[config.mk]
export PLATFORM = sky130hd
export DESIGN_NAME = spi_display_arbiter
export DESIGN_NICKNAME = d
export VERILOG_FILES = /design/src/rtl/spi_display_arbiter.sv
export SDC_FILE = /design/constraint.sdc
export NUM_CORES = 1
export LEC_CHECK = 0
export CAP_MARGIN = 20
export CORE_UTILIZATION = 44
export CTS_BUF_LIST = sky130_fd_sc_hd__clkbuf_2 sky130_fd_sc_hd__clkbuf_4 sky130_fd_sc_hd__clkbuf_8
export DETAILED_ROUTE_END_ITERATION = 10
export PLACE_DENSITY = 0.82
export SYNTH_ARGS = -nofsm -noshare
export SYNTH_HDL_FRONTEND = slang
export SYNTH_SLANG_ARGS = --single-unit
[constraint.sdc]
create_clock -name clock -period 2.9 [get_ports clock]
set_clock_uncertainty 0.05 [all_clocks]
set_input_delay 0.87 -clock clock [delete_from_list [all_inputs] [get_ports clock]]
set_output_delay 0.87 -clock clock [all_outputs]
set_load 0.02 [all_outputs]
[src/rtl/spi_display_arbiter.sv]
// rtl/spi_display_arbiter.sv - packet-aware two-source arbiter in front of spi_display
// Optional fixed A-over-B priority: define SPI_DISPLAY_ARB_PRIO_EN.
module spi_display_arbiter #(
    parameter int HOLD = 4
) (
    input  logic       clock,
    input  logic       reset,
    input  logic       a_dc,
    input  logic [7:0] a_data,
    output logic       a_get,
    input  logic       a_empty,
    input  logic       b_dc,
    input  logic [7:0] b_data,
    output logic       b_get,
    input  logic       b_empty,
    output logic       out_dc,
    output logic [7:0] out_data,
    input  logic       out_get,
    output logic       out_empty,
    output logic       busy,
    output logic       owner
);

    typedef enum logic [1:0] {IDLE, OWN_A, OWN_B} state_t;

    localparam logic [7:0] HOLD_C = 8'(HOLD);

    state_t     state_q;
    logic       started_q;
    logic [7:0] hold_cnt_q;
    logic       last_q;

    logic   own_a, own_b;
    logic   cur_empty, cur_dc, oth_empty;
    logic   pop, may_switch, tie_to_a, boundary;
    state_t oth_state;

    assign own_a     = (state_q == OWN_A);
    assign own_b     = (state_q == OWN_B);
    assign cur_empty = own_b ? b_empty : a_empty;
    assign cur_dc    = own_b ? b_dc    : a_dc;
    assign oth_empty = own_b ? a_empty : b_empty;
    assign oth_state = own_b ? OWN_A   : OWN_B;

    always_comb begin
        busy      = own_a | own_b;
        owner     = own_b;
        out_empty = 1'b1;
        out_dc    = 1'b0;
        out_data  = 8'h00;
        if (own_a) begin
            out_empty = a_empty;
            out_dc    = a_dc;
            out_data  = a_data;
        end else if (own_b) begin
            out_empty = b_empty;
            out_dc    = b_dc;
            out_data  = b_data;
        end
    end

    assign pop   = out_get & busy & ~cur_empty;
    assign a_get = pop & own_a & ~reset;
    assign b_get = pop & own_b & ~reset;

`ifdef SPI_DISPLAY_ARB_PRIO_EN
    // A may only be pre-empted by itself; B yields at any command boundary.
    assign may_switch = own_b;
    assign tie_to_a   = 1'b1;
`else
    assign may_switch = 1'b1;
    assign tie_to_a   = last_q;
`endif

    // A command head after at least one pop marks the end of the owner's packet.
    assign boundary = ~cur_empty & ~cur_dc & started_q & ~oth_empty & may_switch;

    always_ff @(posedge clock) begin
        if (reset) begin
            state_q    <= IDLE;
            started_q  <= 1'b0;
            hold_cnt_q <= 8'd0;
            last_q     <= 1'b1;
        end else begin
            case (state_q)
                IDLE: begin
                    started_q  <= 1'b0;
                    hold_cnt_q <= 8'd0;
                    if (!a_empty && (b_empty || tie_to_a)) begin
                        state_q <= OWN_A;
                    end else if (!b_empty) begin
                        state_q <= OWN_B;
                    end
                end
                OWN_A, OWN_B: begin
                    if (pop) begin
                        started_q  <= 1'b1;
                        hold_cnt_q <= 8'd0;
                    end else if (boundary) begin
                        state_q    <= oth_state;
                        started_q  <= 1'b0;
                        hold_cnt_q <= 8'd0;
                        last_q     <= own_b;
                    end else if (cur_empty && (hold_cnt_q < HOLD_C)) begin
                        hold_cnt_q <= hold_cnt_q + 8'd1;
                    end else if (cur_empty) begin
                        state_q    <= oth_empty ? IDLE : oth_state;
                        started_q  <= 1'b0;
                        hold_cnt_q <= 8'd0;
                        last_q     <= own_b;
                    end else begin
                        hold_cnt_q <= 8'd0;
                    end
                end
                default: state_q <= IDLE;
            endcase
        end
    end

endmodule

==> summary.txt, run 1 <==
Run status
  – Status: finished clean

Worst setup path
  – Reg2reg end: state_q[0]
  – Worst setup EP type: output pin
  – Crit-path max FO: 2
  – Slowest stage delay, CP: 0.24 ns
  – Worst EP required: 1.98 ns
  – Crit path max-delay family: buffers and inverters
  – Reg2reg start: state_q[0]
  – Worst R2R Setup Slack: 0.63 ns
  – Worst Path Class, Setup: input pin to output pin
  – Most used cell, CP: buf_4
  – CP bufs+invs: 3
  – FF-to-FF path depth: 9
  – CP Data Arrival Time: 1.89 ns
  – Cell breakdown of the critical path: dlygate4sd2_1 > mux2i_1 > nand3_2 > buf_4 > nor3b_2 > buf_4
  – Worst path slowest cell: dlygate4sd2_1
  – Critical Path Source Type: input pin

Detailed routing
  – Post-Route WL: 2.44 mm
  – Antenna-violating nets left: 0
  – DRT Pass-1 Iters: 4
  – Routed wire per std cell: 13.0 um
  – Routed vias/inst: 5.35
  – DR iter-0 viols: 12
  – Routed vias: 1005
  – DRC errors left: 0

Timing
  – Final setup viols: 0
  – Final slew viol count: 0
  – RSZ-0062 raised after global routing: no
  – Setup ws final: 0.0909 ns
  – Fmax: 356 MHz
  – Min cycle time layout: 2.81 ns
  – Worst-margin pin slew: 0.414 ns
  – Final-report hold violation count: 0
  – Final Cycle Share: 0.969
  – Slew margin rel.: 0.724

Logic synthesis
  – Synth Area in Adders: 0.0836
  – Area share of the largest cell type after synthesis: 0.267
  – Seq/Total Area, Yosys: 0.267
  – Synthesized cell area: 898 um2
  – Post-synthesis compound-gate area fraction: 0.220
  – Synth Flop Type: dfxtp_1
  – Syn Nets: 141
  – Multiplexer area fraction after synthesis: 0.0571
  – Synth warn: 0
  – Mapped Avg Cell Area: 8.02 um2
  – Ys async rst share: 0
  – Post-synth EDFFs: 0
  – Largest family of logic cells by synthesized area: simple AND/OR/NAND/NOR gates
  – Simple-gate share of the synthesized area: 0.267
  – Post-synth cell types: 33
  – XOR/XNOR share of the synthesized area: 0.0585
  – Post-synthesis instance total: 112
  – Yosys top cell by area: dfxtp_1
  – Area contributors post-synth: dfxtp_1 (27%), ha_1 (8.4%), a22o_1 (6.8%), nor2_1 (5.0%), nand2_1 (4.6%)
  – Yosys reg bits: 12

Placed design
  – Post-Place Worst Slack: -0.491 ns
  – Cell Area, Placed: 1370 um2
  – DP Wirelength: 1.97 mm
  – IO buf count: 36
  – RD Place Congestion: 0.836

Floorplanning
  – Die area: 2230 um2
  – Die height: 47.2 um
  – Die width: 47.2 um
  – Initial Utilization: 0.493
  – Rows: 15
  – Core area: 1820 um2
  – I/O pins: 37

CTS
  – Clock tree buffer depth: 2
  – Hold-fix buffers, CTS: 0
  – H-tree lvl count: 1
  – Clock sink count: 12
  – CTS root buf: clkbuf_4
  – CTS tree: yes
  – TritonCTS Buffers: 3
  – Worst skew pair latency: 0.27 ns
  – Worst-path clk slew: 0.07 ns

Min path
  – Hold Path Cell Cnt: 2
  – Worst min-delay path category: flip-flop to flip-flop
  – Worst hold path endpoint: hold_cnt_q[6]
  – Hold path start: hold_cnt_q[6]

Cells and area
  – Area growth syn-to-layout: 57.2%
  – Share of layout cells above drive strength 1: 0.172
  – Final Cell Area: 1410 um2
  – Nets: 193
  – ANT cells: 0
  – Final design utilization: 0.776
  – # fillers: 141

Global route
  – Initial antenna violation count: 0
  – Number of global-route vias before repair: 945
  – Grt total ovfl: 0
  – Global-route wire length before repair: 3.89 mm
  – Largest net degree at the start of global routing: 11
  – Met1 Resource Use GR: 0.286
  – GRT Total Usage: 0.245
  – Met3 usage: 0.0731
  – Grt peak-use layer: met2
  – GR met2 Demand/Resource: 0.450

Power
  – Pwr Density: 751 nW/um2
  – Maximum VDD drop: 0.470 mV
  – P_leak: 0.611 nW

Flow run
  – Max Cap Viol: 0
[sequential cells by signal, indices dropped and copies added, names as in the netlist]
name        count
last_q          1
started_q       1
hold_cnt_q      8
state_q         2
[per-stage QoR]
| stage | hold slack [ns] | total power, mW | cells | setup TNS, ns |
|---|---|---|---|---|
| floorplan | 0.421 | 0.638 | 112 | 0 |
| global placement | 0.429 | 0.936 | 182 | -2.04 |
| detailed placement | 0.458 | 0.949 | 182 | -2.19 |
| CTS | 0.471 | 1.06 | 188 | 0 |
| global route | 0.509 | 1.13 | 188 | 0 |
| finish | 0.473 | 1.06 | 188 | 0 |
[metal layers]
metal,up-vias,part of all wire
li1,503,-
met1,466,0.42
met2,33,0.52
met3,3,0.053
met4,0,0.0041
met5,-,0
[how the worst max path moves through the flow]
| stage | end | slack [ns] | depth (start not counted) | start |
|---|---|---|---|---|
| 6_report | a_get | 0.09 | 6 | b_empty |
| 2_1_floorplan | a_get | 0.12 | 6 | state_q[0] |
| 4_1_cts | a_get | 0.06 | 5 | out_get |
| 5_1_grt | out_dc | 0.01 | 4 | b_dc |
| 3_5_place_dp | b_get | -0.49 | 5 | b_empty |
| 3_3_place_gp | a_get | -0.43 | 5 | b_empty |
[logic make-up after synthesis]
kind of cell / after synthesis
AOI/OAI and AO/OA: 28
and+or+nand+nor: 46
DFF: 12
muxes: 5
buffers and inverters: 9
adders and majority gates: 6
xor gates and xnor gates: 6
[repair_timing]
| item | in CTS | in global routing |
|---|---|---|
| setup buffers | 2 | 0 |
| endpoints found under the setup margin | 12 | 1 |
| resized for setup | 26 | 2 |
| pin swaps | 1 | 0 |
[cell usage after synthesis (4+ instances only)]
cell and n:
dfxtp_1 12, nor2_1 12, nand2_1 11, o21ai_0 8
a22o_1 7, ha_1 6, nand3_1 6, a21oi_1 4
inv_1 4, mux2i_1 4, xor2_1 4
[final cells by class]
class,instances,area [um2],share of cell area
clock buffer,4,36.3,0.0257
timing repair buffer,52,463,0.328
sequential,12,240,0.170
inverter,4,15.0,0.0106
multi-input combinational,91,627,0.444
tap,25,31.3,0.0221
[cell usage in the layout, fill, tap and decap left out, types with 3 or more instances in the layout]
cell	Yosys	final
dlygate4sd2_1	0	11
dfxtp_1	12	12
nor2b_1	3	3
inv_1	4	4
mux2i_1	4	4
nor2_1	12	12
ha_1	6	6
a22o_1	7	7
buf_4	0	17
o21ai_0	8	8
nand2_1	11	11
a21oi_1	4	4
nand2b_1	3	3
xor2_1	4	4
nand3_1	6	5
clkbuf_4	0	3
clkdlybuf4s50_1	0	21
[power by group]
part / internal (mW) / total (mW) / switching, mW / leakage [nW]
sequential: 0.184 / 0.206 / 0.0219 / 0.0972
combinational: 0.348 / 0.722 / 0.373 / 0.493
clock: 0.0764 / 0.132 / 0.0558 / 0.0210
total: 0.609 / 1.06 / 0.451 / 0.611
[tightest hold or removal path, delay by kind of cell, from the launching register on]
kind	cells	cell delay, ns
DFF	1	0.34
AOI/OAI and AO/OA	2	0.14
No activity file was read; power rests on OpenSTA's default activity.
==> run 2, diff against run 1 <==
ABC_CLOCK_PERIOD_IN_PS = 2900   (was unset)
==> results of run 2 <==
The final DEF is identical to that of run 1; final timing and power are the same.
==> variant 1 (settings of run 1) <==
Re-encode `state_t` (3 states) as one-hot, 3 bits wide.
--- a/src/rtl/spi_display_arbiter.sv
+++ b/src/rtl/spi_display_arbiter.sv
@@ -23,3 +23,3 @@
 
-    typedef enum logic [1:0] {IDLE, OWN_A, OWN_B} state_t;
+    typedef enum logic [2:0] {IDLE = 3'b001, OWN_A = 3'b010, OWN_B = 3'b100} state_t;
 
Check against the original RTL: same outputs for any inputs over 10 cycles, from zero or initial values and one cycle with reset high; not proved beyond that.
==> variant 1 against run 1 <==
Cell area grew 1.9%; worst setup slack better by 0.025 ns; synthesized cell count rose by 11%; area after synthesis rose by 5.4%; sequential cell count up 1; power is 31% lower; wire length increased by 8.6%; clock power decreased by 9.8%; highest routed layer unchanged.
==> variant 1: results (changes against run 1) <==
Cells and area
  – Share of post-route cells with drive strength above 1: 20.0% (+2.8 points)
  – # nets final: 195 (+1.0%)
  – Largest registers: hold_cnt_q x8, state_q x3

Synth
  – Count of unique library cells instantiated by Yosys: 38 (+15%)
  – Synth top area cells: dfxtp_1 (27%), a22oi_1 (7.9%), nor2_1 (7.5%), nor2b_1 (3.3%), a21oi_1 (3.2%)
  – Syn_nets: 148 (+5.0%)
  – Register area share after synthesis: 27.5% (+0.74 points)
  – Synth top cells by count: nor2_1 (19), dfxtp_1 (13), a22oi_1 (10), nand2_1 (7)
  – Synth warn: 0 (unchanged)
  – Top FF cell, synth: dfxtp_1

Routing
  – Post-DR vias/cell: 5.55 (+3.8%)
  – Initial DRC Count: 24 (+12)

Critical path
  – Worst reg2reg path startpoint: state_q[1]
  – Crit Path Max Fanout: 3 (+1)
  – CP Launch Point: out_get
  – Slowest stage cell, crit path: clkdlybuf4s50_1
  – WP data arrival: 1.86 ns (-0.03 ns)
  – CP max stage delay: 0.49 ns (+0.25 ns)

Placed design
  – Post-place setup slack: -0.620 ns (-0.130 ns)
  – Final HPWL DP: 2050 µm (+4.2%)
  – Placer Congestion: 0.919 (+10%)

Pwr
  – LEAKAGE: 0.626 nW (+2.5%)
  – Maximum vdd drop: 456 µV (-2.8%)

Clock tree
  – Cts bufs inserted: 3 (unchanged)

Global route
  – Vias in the first global route: 1059 (+12%)
  – Largest net degree at the start of global routing: 12 (+1)
  – First-pass GRT wire length: 4460 µm (+15%)
  – Total GRT Usage: 24.1% (-0.46 points)

STA
  – Slew HR: 63.4% (-9.0 points)

Hold path
  – Min-delay src: started_q

Outcome
  – Status: finished, final reports clean

Die
  – Die ar.: 0.00234 mm² (+5.2%)
[variant 1: routing by layer]
layer  track usage, %  wire length [µm]  part of all wire (%)  up-vias
li1                 -                 -                     -      539
met1             27.4              1100                    42      505
met2             43.7              1300                    49       45
met3             4.09               212                   8.0        4
met4             10.8                31                   1.2        0
met5                0                 0                     0        -
[variant 1: worst min-delay path: stages, from the launching register on]
cell and delay (ns):
dfxtp_1 0.32, o21ai_0 0.07, a21oi_1 0.06
[variant 1: layout make-up]
class                      instances  area (µm²)
multi-input combinational         97         647
fill                             168         562
timing repair buffer              51         448
sequential                        13         263
tap                               27        33.8
clock buffer                       4        30.0
inverter                           5        18.8
[variant 1: worst paths after layout]
path	endpoint	slack (ns)	depth (start not counted)
max	b_get	0.12	4
min	started_q	0.44	2
max reg2reg	hold_cnt_q[0]	0.59	8
min reg2reg	started_q	0.44	2
[variant 1: power by group]
| part | switching (mW) | internal (mW) | total (mW) |
|---|---|---|---|
| registers | 0.0349 | 0.200 | 0.235 |
| logic | 0.201 | 0.177 | 0.379 |
| clock network | 0.0565 | 0.0627 | 0.119 |
[variant 1: metrics by stage]
stage / hold slack (ns) / power, mW / instances / utilization, % / cell area [µm²]
6_report: 0.436 / 0.733 / 197 / 71.9 / 1440
5_1_grt: 0.460 / 0.787 / 197 / 71.9 / 1440
4_1_cts: 0.437 / 0.738 / 197 / 72.1 / 1440
3_5_place_dp: 0.427 / 0.620 / 192 / 70.5 / 1410
3_3_place_gp: 0.415 / 0.605 / 192 / 70.5 / 1410
2_1_floorplan: 0.393 / 0.469 / 124 / - / 953
[variant 1: kinds of logic after synthesis]
kind of cell	after synthesis	share of synthesized area, %
fa+ha+maj	1	1.32
buf+inv	14	6.34
flops	13	27.5
mux	3	3.30
simple gates	54	29.6
compound gates	33	26.4
xor+xnor	6	5.55
[variant 1: what timing repair did]
action,4_1_cts,5_1_grt
resized for setup,30,3
endpoints found under the hold margin,0,0
endpoints found under the setup margin,14,3
pin swaps,4,2
buffers inserted,1,0
==> variant 2 (flow settings as in run 1) <==
Made on the original files. Reset style: asynchronous (`reset`), changed in one clocked block.
--- a/src/rtl/spi_display_arbiter.sv
+++ b/src/rtl/spi_display_arbiter.sv
@@ -77,3 +77,3 @@
 
-    always_ff @(posedge clock) begin
+    always_ff @(posedge clock or posedge reset) begin
         if (reset) begin
Function: differs if reset is asserted again (counterexample within 4 cycles, from zero or initial values and one cycle with reset high); with reset held inactive, the same outputs for 10 cycles.
==> variant 2 against run 1 <==
Sequential cell count stayed put; cell area rose by 1.5%; first-iteration DRC count increased by 75%; area after synthesis is 2.2% higher; wire length up 12%; die area increased by 2.1%; synthesized cell count down 3.6%; largest cell class unchanged; worst setup slack gained 0.0025 ns; power grew 10%.
==> variant 2: results (changes against run 1) <==
Outcome
  – Status: finished, final reports clean

Cells and area
  – # fillers: 163 (+16%)
  – # nets final: 188 (-2.6%)
  – Share of post-route cells with drive strength above 1: 17.7% (+0.54 points)

Global route
  – First-pass GRT wire length: 4140 µm (+6.4%)
  – Largest net degree at the start of global routing: 13 (+2)
  – GR Util met2: 45.7% (+0.68 points)
  – Total GRT Usage: 26.0% (+1.5 points)
  – Vias in the first global route: 942 (-0.32%)
  – Met1 usage: 31.6% (+3.0 points)

Placed design
  – Placer Congestion: 0.870 (+4.0%)
  – Final HPWL DP: 2190 µm (+11%)

Synth
  – Register area share after synthesis: 32.8% (+6.1 points)
  – Compound-cell area share of the yosys netlist: 21.3% (-0.75 points)
  – Top FF cell, synth: dfrtp_1
  – Post-synthesis xor/xnor area fraction: 5.72% (-0.13 points)
  – Post-synthesis mux area share: 5.72% (+0.012 points)
  – Adder-cell share of the synthesized area: 8.17% (-0.18 points)
  – Synth top area cells: dfrtp_1 (30%), ha_1 (8.2%), a22o_1 (6.7%), nor2_1 (5.7%), xor2_1 (3.8%)
  – Synth top cells by count: nor2_1 (14), dfrtp_1 (11), nand2_1 (9), a22o_1 (7)
  – Syn_nets: 137 (-2.8%)
  – Count of unique library cells instantiated by Yosys: 34 (+3.0%)
  – Async SR Flop Fraction: 100% (+100 points)

Critical path
  – RR Endpoint: last_q
  – R2r setup slk: 0.56 ns (-0.07 ns)
  – Slowest stage cell, crit path: clkdlybuf4s50_1
  – CP max stage delay: 0.61 ns (+0.37 ns)
  – Crit Path Category: reg2out
  – Critical Path End: owner
  – Worst-case reg-to-reg path depth: 8 (-1)
  – Worst reg2reg path startpoint: state_q[0]
  – Crit Path Max Fanout: 6 (+4)

STA
  – Least-Margin Pin Slew: 0.434 ns (+0.0196 ns)
  – Hold WS: 0.480 ns (+0.00692 ns)
  – Period utilisation layout: 96.8% (about the same)

Routing
  – Drt wl/cell: 14.8 µm (+14%)
  – DR vias: 1003 (-0.20%)
  – DRT Pass-1 Iters: 5 (+1)
  – Initial DRC Count: 21 (+9)

Clock tree
  – Clk Latency, worst-skew pair: 0.27 ns (about the same)
  – Post-CTS repair timing setup buffer count: 0 (-2)

Hold path
  – HP Class: reg2reg
  – Hold Path Stages: 2 (unchanged)
[variant 2: cell count changes after synthesis, sizes merged, moves of 2 or more]
cell and delta:
dfxtp -12, and2 -2, a31oi +2, o21ai -2
a21o -3, nor2 +2, and3 +2, inv +2
nor3b -2, nand2 -2, nand2b -2, dfrtp +11
[variant 2: per-layer routing]
layer  routed length, µm  vias to the layer above
li1                    -                      484
met1                1160                      471
met2                1400                       40
met3                 128                        8
met4                  46                        0
met5                   0                        -
[variant 2: repair_timing]
action,CTS,global route
setup endpoints to repair,12,2
pin swaps,1,1
resized for setup,25,4
[variant 2: kinds of logic after synthesis]
group / count (synthesis)
AND/OR/NAND/NOR: 42
AO/OA/AOI/OAI: 27
flip-flops: 12
buffers and inverters: 10
XOR/XNOR: 6
adder cells (fa/ha/maj): 6
multiplexers: 5
[variant 2: final cells by class]
| type | instances | area, µm² | area share, % |
|---|---|---|---|
| multi-input combinational | 86 | 599 | 41.8 |
| sequential | 12 | 302 | 21.0 |
| timing repair buffer | 50 | 447 | 31.2 |
| inverter | 6 | 22.5 | 1.57 |
| clock buffer | 4 | 30.0 | 2.09 |
| tap | 27 | 33.8 | 2.36 |
[variant 2: per-stage QoR]
stage / TNS (ns) / utilization [%] / cell area (µm²) / instances
after floorplan: 0 / - / 925 / 108
after global placement: -2.03 / 71.7 / 1410 / 181
after detailed placement: -2.11 / 71.7 / 1410 / 181
after CTS: 0 / 72.9 / 1430 / 185
after global routing: 0 / 73.1 / 1430 / 185
final: 0 / 73.1 / 1430 / 185
[variant 2: worst min-delay path by stage]
stage	from	end
finish	hold_cnt_q[7]	hold_cnt_q[7]
global route	hold_cnt_q[7]	hold_cnt_q[7]
CTS	hold_cnt_q[7]	hold_cnt_q[7]
detailed placement	hold_cnt_q[7]	hold_cnt_q[7]
global placement	hold_cnt_q[7]	hold_cnt_q[7]
floorplan	hold_cnt_q[7]	hold_cnt_q[7]
[variant 2: tightest hold or removal path, stage by stage, from the launching register on]
cell	delay (ns)
dfrtp_1	0.36
a31oi_1	0.05
nor2_1	0.08
[variant 2: where the power goes]
part	internal, mW	leakage (nW)	total [mW]	switching (mW)
registers	0.202	0.160	0.232	0.0300
logic	0.381	0.512	0.822	0.441
clock network	0.0626	0.0184	0.113	0.0505
